==> config.mk <==
export PLATFORM = sky130hd
export DESIGN_NAME = fetch_stage
export DESIGN_NICKNAME = d
export VERILOG_FILES = /design/src/rtl/lc3b_types.sv /design/src/rtl/fetch_skid_buffer.sv /design/src/rtl/fetch_stage.sv
export SDC_FILE = /design/constraint.sdc
export NUM_CORES = 1
export LEC_CHECK = 0
export BUFFER_PORTS_ARGS = -buffer_cell sky130_fd_sc_hd__buf_2
export CAP_MARGIN = 10
export CORE_MARGIN = 3
export CORE_UTILIZATION = 35
export DETAILED_ROUTE_END_ITERATION = 12
export PLACE_DENSITY = 0.55
export SLEW_MARGIN = 20
export SYNTH_ARGS = -nofsm -noshare
export SYNTH_HDL_FRONTEND = slang
export SYNTH_HIERARCHICAL = 1
export SYNTH_SLANG_ARGS = --single-unit
==> constraint.sdc <==
create_clock -name clk -period 3 [get_ports clk]
set_clock_uncertainty 0.15 [all_clocks]
set_input_delay 0 -clock clk [delete_from_list [all_inputs] [get_ports clk]]
set_output_delay 0 -clock clk [all_outputs]
set_load 0.02 [all_outputs]
==> src/rtl/lc3b_types.sv <==
// Shared LC-3b types used by the fetch stage and its skid buffer.
//   lc3b_word        : 16-bit machine word
//   lc3b_fetch_state : fetch FSM states (FETCH / HOLD / DROP)
//   lc3b_if_id       : IF/ID pipeline record {valid, ir, pc, pc_plus2}
//   pc_inc           : next sequential PC (wraps mod 2^16)
package lc3b_types;

    typedef logic [15:0] lc3b_word;

    typedef enum logic [1:0] {
        FETCH = 2'd0,
        HOLD  = 2'd1,
        DROP  = 2'd2
    } lc3b_fetch_state;

    typedef struct packed {
        logic     valid;
        lc3b_word ir;
        lc3b_word pc;
        lc3b_word pc_plus2;
    } lc3b_if_id;

    function automatic lc3b_word pc_inc(input lc3b_word p);
        return p + 16'd2;
    endfunction

endpackage

==> src/rtl/fetch_skid_buffer.sv <==
// One-entry skid register for the fetch stage. Captures a fetched
// instruction that arrived while decode was stalled.
// Ports:
//   clk, rst_n : clock, asynchronous active-low reset
//   load       : capture d (entry becomes valid); wins over clear
//   clear      : invalidate the entry
//   d          : record to capture (its valid bit is ignored)
//   q          : stored record
//   valid      : entry holds an instruction
module fetch_skid_buffer
    import lc3b_types::*;
(
    input  logic      clk,
    input  logic      rst_n,
    input  logic      load,
    input  logic      clear,
    input  lc3b_if_id d,
    output lc3b_if_id q,
    output logic      valid
);

    lc3b_if_id entry;

    always_ff @(posedge clk or negedge rst_n) begin
        if (!rst_n) begin
            entry <= '0;
        end else if (load) begin
            entry       <= d;
            entry.valid <= 1'b1;
        end else if (clear) begin
            entry.valid <= 1'b0;
        end
    end

    assign q     = entry;
    assign valid = entry.valid;

endmodule

==> src/rtl/fetch_stage.sv <==
// LC-3b instruction-fetch stage. Owns the PC, runs the I-cache read
// handshake, and holds the IF/ID register consumed by decode.
// Handshake: icache_read is held high with icache_address stable until the
// cycle icache_resp=1; that cycle completes the request (zero-wait allowed).
// Ports:
//   clk, rst_n      : clock, asynchronous active-low reset
//   icache_read     : fetch request
//   icache_address  : byte address of the requested instruction
//   icache_resp     : single-cycle response strobe, icache_rdata valid
//   icache_rdata    : fetched instruction word
//   stall           : decode cannot accept, IF/ID holds
//   flush           : redirect taken, discard in-flight/buffered work
//   redirect_pc     : new fetch address, valid with flush
//   if_valid/if_ir/if_pc/if_pc_plus2 : IF/ID register
//   state           : current FSM state (debug visibility)
module fetch_stage
    import lc3b_types::*;
#(
    parameter logic [15:0] RESET_PC = 16'h0000
) (
    input  logic            clk,
    input  logic            rst_n,
    output logic            icache_read,
    output logic [15:0]     icache_address,
    input  logic            icache_resp,
    input  logic [15:0]     icache_rdata,
    input  logic            stall,
    input  logic            flush,
    input  logic [15:0]     redirect_pc,
    output logic            if_valid,
    output logic [15:0]     if_ir,
    output logic [15:0]     if_pc,
    output logic [15:0]     if_pc_plus2,
    output lc3b_fetch_state state
);

    lc3b_fetch_state state_q, state_next;
    lc3b_word        pc, pc_next;
    lc3b_word        hold_addr, hold_next;
    lc3b_if_id       ifid, ifid_next;
    lc3b_if_id       skid_d, skid_q;
    logic            skid_load, skid_clear, skid_valid;
    logic            deliver;

    assign skid_d = '{valid: 1'b1, ir: icache_rdata, pc: pc, pc_plus2: pc_inc(pc)};

    fetch_skid_buffer u_skid (
        .clk   (clk),
        .rst_n (rst_n),
        .load  (skid_load),
        .clear (skid_clear),
        .d     (skid_d),
        .q     (skid_q),
        .valid (skid_valid)
    );

    always_ff @(posedge clk or negedge rst_n) begin
        if (!rst_n) begin
            state_q   <= FETCH;
            pc        <= RESET_PC;
            hold_addr <= RESET_PC;
            ifid      <= '0;
        end else begin
            state_q   <= state_next;
            pc        <= pc_next;
            hold_addr <= hold_next;
            ifid      <= ifid_next;
        end
    end

    always_comb begin
        state_next = state_q;
        pc_next    = pc;
        hold_next  = hold_addr;
        ifid_next  = ifid;
        skid_load  = 1'b0;
        skid_clear = 1'b0;
        deliver    = 1'b0;

        case (state_q)
            FETCH: begin
                if (icache_resp) begin
                    if (flush) begin
                        pc_next = redirect_pc;
                    end else if (!stall) begin
                        ifid_next = skid_d;
                        deliver   = 1'b1;
                        pc_next   = pc_inc(pc);
                    end else begin
                        skid_load  = 1'b1;
                        pc_next    = pc_inc(pc);
                        state_next = HOLD;
                    end
                end else if (flush) begin
                    // The cache still owes us a response for pc; keep
                    // presenting that address until it arrives.
                    hold_next  = pc;
                    pc_next    = redirect_pc;
                    state_next = DROP;
                end
            end
            HOLD: begin
                if (flush) begin
                    skid_clear = 1'b1;
                    pc_next    = redirect_pc;
                    state_next = FETCH;
                end else if (!stall) begin
                    ifid_next       = skid_q;
                    ifid_next.valid = skid_valid;
                    deliver         = 1'b1;
                    skid_clear      = 1'b1;
                    state_next      = FETCH;
                end
            end
            DROP: begin
                if (flush) pc_next = redirect_pc;
                if (icache_resp) state_next = FETCH;
            end
            default: state_next = FETCH;
        endcase

        // Flush beats stall; otherwise an unstalled cycle with nothing to
        // hand over becomes a bubble (other fields keep their old values).
        if (flush) begin
            ifid_next.valid = 1'b0;
        end else if (!stall && !deliver) begin
            ifid_next.valid = 1'b0;
        end
    end

    assign icache_read    = rst_n && (state_q != HOLD);
    assign icache_address = (state_q == DROP) ? hold_addr : pc;

    assign if_valid    = ifid.valid;
    assign if_ir       = ifid.ir;
    assign if_pc       = ifid.pc;
    assign if_pc_plus2 = ifid.pc_plus2;
    assign state       = state_q;

endmodule

# Word-level counts from Yosys, hierarchy flattened
# Cells that the tools add are included.
# totals
in_bits,37
ff_bits,132
word_cells,76
# op_classes
mux,33
n_reduce_logical,14
bitwise,1
eq_ne,16
n_addsub,1
# ops
cell,n
49-bit two-way mux,5
49-bit one-hot mux with 2 select lines,1
16-bit two-way mux,4
16-bit one-hot mux with 2 select lines,1
16-bit by 2-bit adder with 16-bit output (second input constant),1
2-bit two-way mux,7
1-bit two-way mux,13
2-bit != test (second input constant),6
3-bit != test (second input constant),4
4-bit != test (second input constant),3
2-bit one-hot mux with 3 select lines,1
6-bit AND reduction,1
2-bit nonzero test,3
5-bit AND reduction,1
4-bit AND reduction,1
4-bit nonzero test,1
3-bit AND reduction,1
2-bit by 1-bit equality test with 1-bit output (second input constant),1
2-bit equality test (second input constant),1
1-bit logical AND,2
1-bit zero test,2
2-bit zero test,1
2-bit by 1-bit != test with 1-bit output (second input constant),1
1-bit one-hot mux with 2 select lines,1
2 further kinds,2

# Longest topological paths before layout
# logic_depth
word_depth,8
depth_mapped,9
depth_no_buf,7

# Modules after synthesis
# The synthesis kept the hierarchy.
# by_module_without_submodules
mod,instances,cells_each,area_each_um2,seq_area_each_um2
fetch_stage,1,457,4490.6,2077.0
fetch_skid_buffer,1,105,1864.3,1226.2

# Least setup slack after synthesis
# No wires, ideal clock.
# synth_timing
kind,register to register
from,"register state_q[0], in the netlist state[0]"
to,"register ifid, in the netlist if_pc[10]"
arrival_time_ns,1.800
required_time_ns,2.754
stages_incl_launch_ff,10
setup_slack_ns,0.954
path_buffers,2
setup_ns,0.096
cell_sequence,dfrtp_1 > inv_1 > ha_1 > nand2_1 > o21ai_0 > nand2_1 > buf_2 > buf_1 > nand2_1 > o31ai_1
# synth_between
elab_chain_len,3
word_cells_on_any_way,10
# synth_lines
element,line_no,rtl
"start, declared",fetch_stage.sv:37,"lc3b_fetch_state state_q, state_next;"
"start signal, assigned",fetch_stage.sv:64,state_q <= state_next;
2-bit by 1-bit equality test with 1-bit output or 2-bit zero test (tied branches),fetch_stage.sv:80,case (state_q)
2-bit != test (no source line) or 2-bit nonzero test (tied branches),--,
6-bit AND reduction (no source line),--,
"end signal, assigned",fetch_stage.sv:67,ifid <= ifid_next;
"end, declared",fetch_stage.sv:40,"lc3b_if_id ifid, ifid_next;"
# Several ways; a longest one is shown, not always the timed one.
# A chain may end at the register's enable or synchronous reset.

# Worst setup path in the final report
# layout_timing
from,"register state_q[0], in the netlist state[0]"
to,output icache_address[2]
# layout_between
elab_chain_len,2
# layout_lines
element,line_no,rtl
2-bit equality test,fetch_stage.sv:132,assign icache_address = (state_q == DROP) ? hold_addr : pc;
16-bit two-way mux,fetch_stage.sv:132,
"end, declared",fetch_stage.sv:24,"output logic [15:0] icache_address,"
# No other way between the ends.

==> flow_summary.json <==
{
  "hp-class": "in -> async",
  "crit_arrival_ps": 2280,
  "pin_count": 105,
  "cts_max_level": 4,
  "fin_ws_ps": 569,
  "root_buffer": "clkbuf_16",
  "drv_slew": 0,
  "core_area_um2": 17500,
  "finalCriticalPeriod_ps": 2430,
  "worst_pin_slew_ps": 842,
  "grt_max_degree": 72,
  "layout-drive-gt1-share_pct": 32.9,
  "pre_cts_ws_ps": 658,
  "start_kind": "register",
  "grt-ovfl-total": 0,
  "maxCapViolCount": 0,
  "dieWidth_um": 141,
  "max_slew_margin_pct": 43.9,
  "diodes": 0,
  "ir_worst_vdd_uv": 533,
  "synthCells": 560,
  "syn_area_per_cell_um2": 11.3,
  "drcViolationCount": 0,
  "dieArea_um2": 19800,
  "setup_violations": 0,
  "grt_setup_unrepaired": "no",
  "worstSetupPathType": "reg -> out",
  "antenna_found_initial": 0,
  "reg2reg_depth": 6,
  "critPathSlowestCell": "ha_1",
  "drt_iter0_markers": 324,
  "syn_area_um2": 6340,
  "dr.pass1.iters": 5,
  "finalHoldViolCount": 0,
  "p_per_area_nw_per_um2": 1040,
  "postCtsResizedCells": 0,
  "worstPathCellList": "inv_1, ha_1, mux2_2, buf_2",
  "cts_tree": "built",
  "rrSetupSlack_ps": 590,
  "fin_setup_tns_ps": 0,
  "grt_pass1_vias": 4805,
  "grt_use_total_pct": 16.6,
  "grt_pass1_wl_um": 25800,
  "fin_nets": 728,
  "hold_buffers": 39,
  "met3_usage_pct": 4.44,
  "path_clk_slew_ps": 60,
  "start_util_pct": 36.2,
  "worstPathMaxFanout": 19,
  "via_count": 4720,
  "clk_path_buf_depth": 2,
  "busiest_layer": "met2",
  "area_delta_synth_final_pct": 24.7,
  "end_kind": "output port",
  "met1_usage_pct": 22.4,
  "viasPerCell": 5.14,
  "placed_cell_area_um2": 7020,
  "post-cts-setup-buffers": 0,
  "port_buffers": 104,
  "syn_nets": 602,
  "cts.sinks": 132,
  "numCtsBuffers": 17,
  "postLayoutCoreUtil_pct": 45.1,
  "grt_use_met2_pct": 25.9,
  "hpwlAfterDp_um": 10700,
  "fillCellCount": 1668,
  "ant_nets": 0,
  "fmax_mhz": 411,
  "clock_latency_ps": 420,
  "wire_per_inst_um": 17.3,
  "status": "complete, no violations",
  "postLayoutCellArea_um2": 7910,
  "fin_crit_sh_pct": 81.0,
  "rows": 48,
  "slowest_delay_ps": 720,
  "gp_congestion": 0.830,
  "p_leak_nw": 3.64,
  "required_ps": 2850,
  "wl_um": 15900,
  "die_h_um": 141,
  "yosysWarnings": 6
}
[path summary, 6_finish.rpt]
path,startpoint,end
setup reg to reg,state[0]$_DFFE_PN0P_,pc[6]$_DFFE_PN0P_
hold reg to reg,if_pc_plus2[2]$_DFFE_PN0P_,if_pc_plus2[2]$_DFFE_PN0P_
max in group asynchronous,rst_n,hold_addr[0]$_DFFE_PN0P_
min in group clk,flush,pc[2]$_DFFE_PN0P_
setup / recovery,state[0]$_DFFE_PN0P_,icache_address[2]
hold / removal,rst_n,u_skid/q[17]$_DFFE_PN0P_
[layout make-up]
| class | instances | area, um^2 | area share [%] |
|---|---|---|---|
| Clock buffer | 20 | 457 | 5.78 |
| Clock inverter | 7 | 37.5 | 0.475 |
| Timing Repair Buffer | 152 | 1010 | 12.8 |
| Multi-Input combinational cell | 370 | 2770 | 35.0 |
| Sequential cell | 132 | 3300 | 41.8 |
| Tap cell | 225 | 282 | 3.56 |
| Inverter | 13 | 48.8 | 0.617 |
[state kept, by name (all words and copies together) (netlist names), 2 cells and up]
signal and count:
if_ir 16, pc 16, state 2, if_pc 16, u_skid/q 48, if_pc_plus2 16, hold_addr 16
[where the power goes]
part	internal [mW]	switching, mW
logic	1.40	1.82
clock network	1.06	0.721
registers	2.59	0.617
[cells in the final DEF, fill, tap and decap left out, types with 6 or more instances in the layout]
cell type	n
a22oi_1	10
a21oi_1	12
xnor2_1	8
dfrtp_1	132
mux2i_1	39
mux2_2	69
nor3_1	7
o31ai_1	20
mux2_4	9
nor2_1	16
a31oi_1	11
o21ai_0	49
dlygate4sd3_1	39
buf_4	7
nand2_1	66
inv_1	12
nand3_1	6
clkinv_2	6
clkbuf_16	17
buf_2	103
[routing by layer]
| layer | vias to the layer above | share of wire [%] |
|---|---|---|
| met5 | - | 0 |
| met4 | 0 | 1.9 |
| met3 | 18 | 5.7 |
| met2 | 144 | 46 |
| met1 | 2320 | 46 |
| li1 | 2238 | - |
[per-stage QoR]
| stage | total power, mW | hold slack [ps] | instances |
|---|---|---|---|
| CTS | 8.31 | 18.9 | 919 |
| floorplan | 5.39 | -446 | 560 |
| global route | 8.77 | 39.6 | 919 |
| detailed placement | 6.43 | -83.4 | 853 |
| finish | 8.21 | 26.0 | 919 |
| global placement | 6.32 | -89.3 | 853 |
[worst max-delay path, delay by kind of cell, from the launching register on]
kind | cells | cell delay, ps
adders and majority gates | 1 | 720
muxes | 1 | 430
buffers and inverters | 2 | 290
DFF | 1 | 410
(Power assumes the default switching activity.)
